--- config.mk ---
export PLATFORM = sky130hd
export DESIGN_NAME = systolic_row
export DESIGN_NICKNAME = d
export VERILOG_FILES = /design/src/rtl/systolic_row_pkg.sv /design/src/rtl/systolic_pe.sv /design/src/rtl/systolic_row.sv
export SDC_FILE = /design/constraint.sdc
export NUM_CORES = 2
export LEC_CHECK = 0
export CAP_MARGIN = 25
export CORE_UTILIZATION = 45
export CTS_BUF_LIST = sky130_fd_sc_hd__clkbuf_8
export DETAILED_ROUTE_END_ITERATION = 12
export GPL_ROUTABILITY_DRIVEN = 1
export HOLD_SLACK_MARGIN = 0.06
export PLACE_DENSITY = 0.67
export RECOVER_POWER = 100
export SYNTH_ARGS = -nofsm -noshare
export SYNTH_HDL_FRONTEND = slang
export SYNTH_SLANG_ARGS = --single-unit
--- constraint.sdc ---
create_clock -name clk -period 8.52 [get_ports clk]
set_clock_uncertainty 0.05 [all_clocks]
set_input_delay 2.556 -clock clk [delete_from_list [all_inputs] [get_ports clk]]
set_output_delay 2.556 -clock clk [all_outputs]
set_load 0.02 [all_outputs]
--- src/rtl/systolic_row_pkg.sv ---
// rtl/systolic_row_pkg.sv - shared widths, derived step count and lane types for the systolic datapath
package systolic_row_pkg;

   localparam int DEF_DIM     = 8;
   localparam int DEF_BITS_AB = 8;
   localparam int DEF_BITS_C  = 16;

   // A full DIMxDIM product needs 3*DIM-2 enabled steps to drain through one row.
   function automatic int steps_for(input int dim);
      return 3 * dim - 2;
   endfunction

   localparam int DEF_STEPS = steps_for(DEF_DIM);

   typedef logic signed [DEF_BITS_AB-1:0] operand_t;
   typedef logic signed [DEF_BITS_C-1:0]  acc_t;

   typedef logic [DEF_DIM-1:0][DEF_BITS_AB-1:0] ab_lanes_t;
   typedef logic [DEF_DIM-1:0][DEF_BITS_C-1:0]  c_lanes_t;

endpackage

--- src/rtl/systolic_pe.sv ---
// rtl/systolic_pe.sv - one processing element: A/B pass-through registers and a wrapping MAC
module systolic_pe
   import systolic_row_pkg::*;
#(
   parameter int BITS_AB = DEF_BITS_AB,
   parameter int BITS_C  = DEF_BITS_C
) (
   input  logic                      clk,
   input  logic                      rst_n,
   input  logic                      en,
   input  logic                      wr_en,
   input  logic                      clr,
   input  logic signed [BITS_AB-1:0] a_in,
   input  logic signed [BITS_AB-1:0] b_in,
   input  logic signed [BITS_C-1:0]  c_in,
   output logic signed [BITS_AB-1:0] a_out,
   output logic signed [BITS_AB-1:0] b_out,
   output logic signed [BITS_C-1:0]  c_out
);

   logic signed [BITS_AB-1:0]   a_q, a_d;
   logic signed [BITS_AB-1:0]   b_q, b_d;
   logic signed [BITS_C-1:0]    c_q, c_d;
   logic signed [2*BITS_AB-1:0] prod;

   always_comb begin
      a_d  = a_q;
      b_d  = b_q;
      c_d  = c_q;
      prod = a_in * b_in;
      // clr and WrEn only touch the accumulator; the operand pipeline moves on en alone.
      if (clr) begin
         c_d = '0;
      end else if (wr_en) begin
         c_d = c_in;
      end else if (en) begin
         a_d = a_in;
         b_d = b_in;
         c_d = c_q + BITS_C'(prod);
      end
   end

   always_ff @(posedge clk or negedge rst_n) begin
      if (!rst_n) begin
         a_q <= '0;
         b_q <= '0;
         c_q <= '0;
      end else begin
         a_q <= a_d;
         b_q <= b_d;
         c_q <= c_d;
      end
   end

   assign a_out = a_q;
   assign b_out = b_q;
   assign c_out = c_q;

endmodule

--- src/rtl/systolic_row.sv ---
// rtl/systolic_row.sv - row of DIM PEs with A chained left to right and a saturating step counter
module systolic_row
   import systolic_row_pkg::*;
#(
   parameter int DIM     = DEF_DIM,
   parameter int BITS_AB = DEF_BITS_AB,
   parameter int BITS_C  = DEF_BITS_C,
   parameter int STEPS   = steps_for(DIM)
) (
   input  logic                    clk,
   input  logic                    rst_n,
   input  logic                    en,
   input  logic                    WrEn,
   input  logic                    clr,
   input  logic [BITS_AB-1:0]      Ain,
   input  logic [DIM*BITS_AB-1:0]  Bin,
   input  logic [DIM*BITS_C-1:0]   Cin,
   output logic [BITS_AB-1:0]      Aout,
   output logic [DIM*BITS_AB-1:0]  Bout,
   output logic [DIM*BITS_C-1:0]   Cout,
   output logic                    done
);

   localparam int CNT_W = $clog2(STEPS + 1);

   logic [DIM:0][BITS_AB-1:0] a_chain;
   logic [CNT_W-1:0]          cnt_q, cnt_d;

   assign a_chain[0] = Ain;

   for (genvar i = 0; i < DIM; i++) begin : g_pe
      systolic_pe #(
         .BITS_AB(BITS_AB),
         .BITS_C (BITS_C)
      ) u_pe (
         .clk  (clk),
         .rst_n(rst_n),
         .en   (en),
         .wr_en(WrEn),
         .clr  (clr),
         .a_in (a_chain[i]),
         .b_in (Bin[i*BITS_AB +: BITS_AB]),
         .c_in (Cin[i*BITS_C +: BITS_C]),
         .a_out(a_chain[i+1]),
         .b_out(Bout[i*BITS_AB +: BITS_AB]),
         .c_out(Cout[i*BITS_C +: BITS_C])
      );
   end

   assign Aout = a_chain[DIM];

   // A WrEn cycle is not a compute step, so it must not advance the count.
   always_comb begin
      cnt_d = cnt_q;
      if (clr) begin
         cnt_d = '0;
      end else if (!WrEn && en && (cnt_q != CNT_W'(STEPS))) begin
         cnt_d = cnt_q + 1'b1;
      end
   end

   always_ff @(posedge clk or negedge rst_n) begin
      if (!rst_n) begin
         cnt_q <= '0;
      end else begin
         cnt_q <= cnt_d;
      end
   end

   assign done = (cnt_q == CNT_W'(STEPS));

endmodule

-- After elaboration in Yosys (flattened, before gate mapping)
Index checks and enable logic that the tools add are counted.
- bits in registers: 261
- add/subtract/negate cells: 9
- multipliers: 8
- equal/unequal tests: 2
- mux-type cells: 26
- bitwise gates (word level): 2
- reduce and logical (&&, ||, !) cells: 6
- operators with widths (operator ; number):
    $mux 16 ; 24
    $add 16x16->16 ; 8
    $mul 8x8->16 ; 8
    $mux 5 ; 2
    $add 5x1->5 const B ; 1
    $eq 5x5->1 const B ; 1
    $ne 5x5->1 const B ; 1
    $reduce_and 3->1 ; 1
    $reduce_bool 3->1 ; 1
    $logic_and 1x1->1 ; 2
    $not 1->1 ; 2
    $reduce_bool 2->1 ; 1
    $logic_not 1->1 ; 1

-- Longest topological paths before layout
- depth in word-level cells: 5
- mapped depth: 19

-- By module
Synthesis repeated with hierarchy kept, for this count alone.
- cell total of the unflattened synthesis: 3692
- area, all modules: 34944.8 um^2
- by module, submodules not included (module ; times used ; cells an instance ; area an instance (um^2) ; seq. area each (um^2)):
    systolic_pe (g_pe[2].u_pe ...) ; 4 ; 455 ; 4311.6 ; 800.8
    systolic_pe (g_pe[0].u_pe ...) ; 2 ; 456 ; 4364.2 ; 800.8
    systolic_pe (g_pe[6].u_pe) ; 1 ; 465 ; 4344.2 ; 800.8
    systolic_pe (g_pe[7].u_pe) ; 1 ; 465 ; 4339.2 ; 800.8
    systolic_row ; 1 ; 30 ; 286.5 ; 125.1

-- Worst setup path before layout
OpenSTA, ideal clock, no wires.
- kind: input to register
- from: input Bin[24]
- to: register g_pe[3].u_pe.c_q[13]
- library setup time: 0.087 ns
- data arrival time: 7.177 ns
- data required time: 8.383 ns
- setup slack: 1.206 ns
- stages: 17
- path buffers: 1
- cell sequence: clkbuf_1 and2_1 inv_1 fa_1 inv_1 fa_1 fa_1 fa_1 fa_1 ha_1 o21ai_0 nor2_1 o21ai_2 o21bai_2 and2_4 mux2_4 a211oi_2
- longest elaborated chain between the ends: 5
- ends and longest elaborated chain (what ; line ; source):
    start, declared ; systolic_row.sv:16 ; input logic [DIM*BITS_AB-1:0] Bin,
    $mul 8x8->16 ; systolic_pe.sv:30 ; prod = a_in * b_in;
    $add 16x16->16 ; systolic_pe.sv:39 ; c_d = c_q + BITS_C'(prod);
    $mux 16 ; systolic_pe.sv:36 ; end else if (en) begin
    $mux 16 ; systolic_pe.sv:34 ; end else if (wr_en) begin
    $mux 16 ; systolic_pe.sv:32 ; if (clr) begin
    end signal, assigned ; systolic_pe.sv:47 ; c_q <= '0;
    end signal, assigned ; systolic_pe.sv:51 ; c_q <= c_d;
    end, declared ; systolic_pe.sv:23 ; logic signed [BITS_C-1:0] c_q, c_d;
Every way passes these cells. The select of a mux whose other input is x is not followed.
A chain may end at the register's enable or synchronous reset.

-- Worst setup path after layout
- from: input Ain[7]
- to: register g_pe[0].u_pe.c_q[13]
- longest elaborated chain between the ends: 5
- ends and longest elaborated chain (what ; line ; source):
    start, declared ; systolic_row.sv:15 ; input logic [BITS_AB-1:0] Ain,
    $mul 8x8->16 ; systolic_pe.sv:30 ;
    $add 16x16->16 ; systolic_pe.sv:39 ;
    $mux 16 ; systolic_pe.sv:36 ;
    $mux 16 ; systolic_pe.sv:34 ;
    $mux 16 ; systolic_pe.sv:32 ;
    end signal, assigned ; systolic_pe.sv:47 ;
    end signal, assigned ; systolic_pe.sv:51 ;
    end, declared ; systolic_pe.sv:23 ;
Every way passes these cells. The select of a mux whose other input is x is not followed.

==> summary.txt <==
Layout
  – Non-filler cells, final: 4,955
  – Layout area overhead: 17.0%
  – Final Util: 53.5%
  – Share of layout cells above drive strength 1: 3.24%
  – Final net count: 5,019
  – Design Area, Final: 40,000 um2

Power
  – PD cells: 397 nW/um2
  – Peak VDD IR: 0.267 mV
  – Tot Pwr: 15.9 mW
  – Leakage power: 20.6 nW

Critical path
  – Crit-path cells: dlygate4sd3_1 > and2_0 > inv_1 > fa_1 > inv_1 > fa_1 > fa_1 > fa_1 > fa_1 > ha_1 > o211ai_1 > a221oi_1 > a21oi_1 > nor2b_1 > nor4_1 > a311oi_1
  – Most used cell, CP: fa_1
  – Reg2reg path depth: 15
  – CP startpoint kind: input port
  – Req. time, crit path: 9020 ps
  – WP data arrival: 8170 ps
  – Reg2reg end: g_pe[7].u_pe.c_out[13]
  – CP top delay family: adder cells
  – Setup crit end kind: register
  – CP Class: input port to register
  – Buf/Inv on CP: 3
  – R2R Path Start: g_pe[6].u_pe.a_out[7]
  – Max incr delay on CP: 690 ps
  – Max FO, Critical Path: 9
  – Worst reg2reg setup slack: 2740 ps
  – Worst path slowest cell: and2_0

Detailed routing
  – Number of remaining DRC errors: 0
  – Met2 routed WL: 45,100 um
  – Routed vias/inst: 5.23
  – Routed WL per cell: 19.6 um
  – WL met1: 42,600 um
  – Final wirelength: 97,000 um
  – Post-route ant nets: 0
  – Routed vias: 25,900
  – DRT iter0 DRCs: 1,509
  – DRT Pass-1 Iters: 5
  – Max Used Layer: met5
  – Routed wl met3: 6390 um

Yosys
  – Synth cell count leaders: nand2_1 (590), inv_1 (572), fa_1 (568)
  – Area contributors post-synth: fa_1 (33%), dfrtp_1 (19%), ha_1 (11%)
  – Yosys cell types: 54
  – Top_reg_cell synth: dfrtp_1
  – Asr flop ratio synth: 100%
  – Syn_area_per_cell: 9.40 um2
  – Number of flops mapped to enable cells by yosys: 0
  – Yosys top cell by area: fa_1
  – Cells after synthesis: 3,638
  – Register bit total from synthesis: 261
  – Synthesized Nets: 4,709
  – Ys Warns: 0
  – Synth top area share: 33.3%
  – Mapped cell area: 34,200 um2
  – Sequential share of the synthesized area: 19.1%
  – Most frequent cell after synthesis: nand2_1

Clocking
  – Clock latency on the worst-skew pair: 680 ps
  – TritonCTS clock tree: done
  – Post-CTS setup buffer count: 0
  – Clk sinks: 261
  – Longest Clk Path Bufs: 3
  – Post-CTS Hold Buffers: 0
  – Root buf cell: clkbuf_8
  – Post-cts gate resize count: 0
  – TritonCTS Buffers: 53
  – Clock slew at reported path FFs: 60 ps
  – Maximum level of the CTS H-tree: 2

Floorplanning
  – IO Pins: 406
  – Num rows: 100
  – Die W: 278 um
  – Chip Height: 278 um
  – Initial core utilization: 45.7%
  – Die Footprint: 77,100 um2
  – CORE AREA: 74,800 um2

Global route
  – Total global-route track usage: 26.1%
  – Total global routing overflow: 0
  – Initial antenna violation count: 12
  – Largest net degree at the start of global routing: 159
  – First-pass GRT wire length: 156,000 um
  – Vias in the first global route: 27,600

Worst hold path
  – Hold/Removal Path Class: register to register
  – Worst Hold End: g_pe[7].u_pe.a_out[2]
  – Hold_sp: g_pe[7].u_pe.a_out[2]
  – Worst hold stages: 2

Timing
  – Final Max Tran Viols: 350
  – Slew @ Worst Pin: 5260 ps
  – Final worst setup slack: 850 ps
  – RSZ-0062 raised after global routing: no
  – Final setup viols: 0
  – Final period util: 90.0%
  – Min cycle time layout: 7670 ps
  – Fmax: 130 MHz
  – Slew headroom: -251%
  – Final Hold Viols: 0
  – Setup TNS Final: 0 ps
  – Hold Worst Slack: 417 ps

Place
  – IO Port Bufs: 405
  – HPWL reported at the end of detailed placement: 74,600 um
  – Pre-CTS setup slack: 506 ps
  – Gpl congestion: 0.911
  – Cell count after placement: 4,862
  – Placed Area: 39,000 um2

Outcome
  – Failing checks: capacitance limit, slew limit
  – Status: finished with violations

Job
  – Max-Cap Viols: 7
==> area by class of cell <==
cell class / count / area, um2
well taps: 969 / 1210
repair buffers: 434 / 4290
flip-flops and latches: 261 / 6530
fillers: 6857 / 34800
clock buffers: 65 / 895
diodes: 5 / 12.5
inverters: 582 / 2180
multi-input cells: 2616 / 24700
clock inverters: 23 / 186
==> report_power, final <==
part / internal [mW] / switching (mW)
clock network: 0.772 / 0.639
logic: 5.72 / 6.72
registers: 1.52 / 0.503
total: 8.02 / 7.87
==> kinds of logic (layout without fill, tap and decap cells) <==
logic type,count (synthesis),in the layout,share of synthesized area (%)
buf+inv,761,1104,8.55
xor+xnor,156,156,4.00
compound gates,373,373,7.29
simple gates,1164,1164,15.2
fa+ha+maj,866,866,44.2
flops,261,261,19.1
other cells,0,5,0
mux,57,57,1.68
==> state kept, by name, summed over array words and instances (netlist names) <==
register and cells:
cnt_q 5, g_pe.u_pe.c_out 128, g_pe.u_pe.b_out 64, g_pe.u_pe.a_out 64
==> layout by cell type (no fill, tap or decap), types with 6 or more instances in the layout <==
cell             count
clkinv_1             8
a21o_1              17
nor4_1              12
buf_4               18
ha_1               298
or2_2                6
clkbuf_1             8
mux2i_1             56
nand2b_1            29
xnor2_1            135
o21bai_1            11
clkbuf_8            65
a221oi_1            22
a21oi_1            139
nand2_1            590
a211oi_1            31
nor3_1              15
fa_1               568
and2_0               9
o22ai_1              7
a211oi_2             6
o21ai_0             56
nand3_1              8
dlygate4sd3_1      211
nor2b_1              6
a311oi_1            13
and2_1             247
dfrtp_1            261
a22oi_1             24
a211o_1             14
nor2_1             234
xor2_1              21
inv_1              585
o211ai_1             6
clkdlybuf4s50_1    190
==> worst min-delay path: stages (launching register included) <==
cell and delay (ps):
dfrtp_1 330, nand2_1 50, nand2_1 50
==> worst max path at each step <==
| stage | endpoint | cells past startpoint | startpoint | slack (ps) |
|---|---|---|---|---|
| 6_report | g_pe[0].u_pe.c_out[13] | 16 | Ain[7] | 850 |
| 2_1_floorplan | g_pe[3].u_pe.c_out[13] | 17 | Bin[24] | 1210 |
| 5_1_grt | g_pe[5].u_pe.c_out[13] | 17 | Bin[40] | 510 |
| 4_1_cts | g_pe[0].u_pe.c_out[14] | 16 | Ain[7] | 1230 |
| 3_3_place_gp | g_pe[0].u_pe.c_out[14] | 16 | Ain[7] | 560 |
| 3_5_place_dp | g_pe[0].u_pe.c_out[14] | 16 | Ain[7] | 510 |
==> layer usage <==
layer | up-vias | GRT usage (%)
li1 | 11800 | -
met1 | 13100 | 35.8
met2 | 758 | 42.0
met3 | 159 | 4.98
met4 | 6 | 7.83
met5 | - | 0
Note: power is estimated with default switching activity, not from simulation.
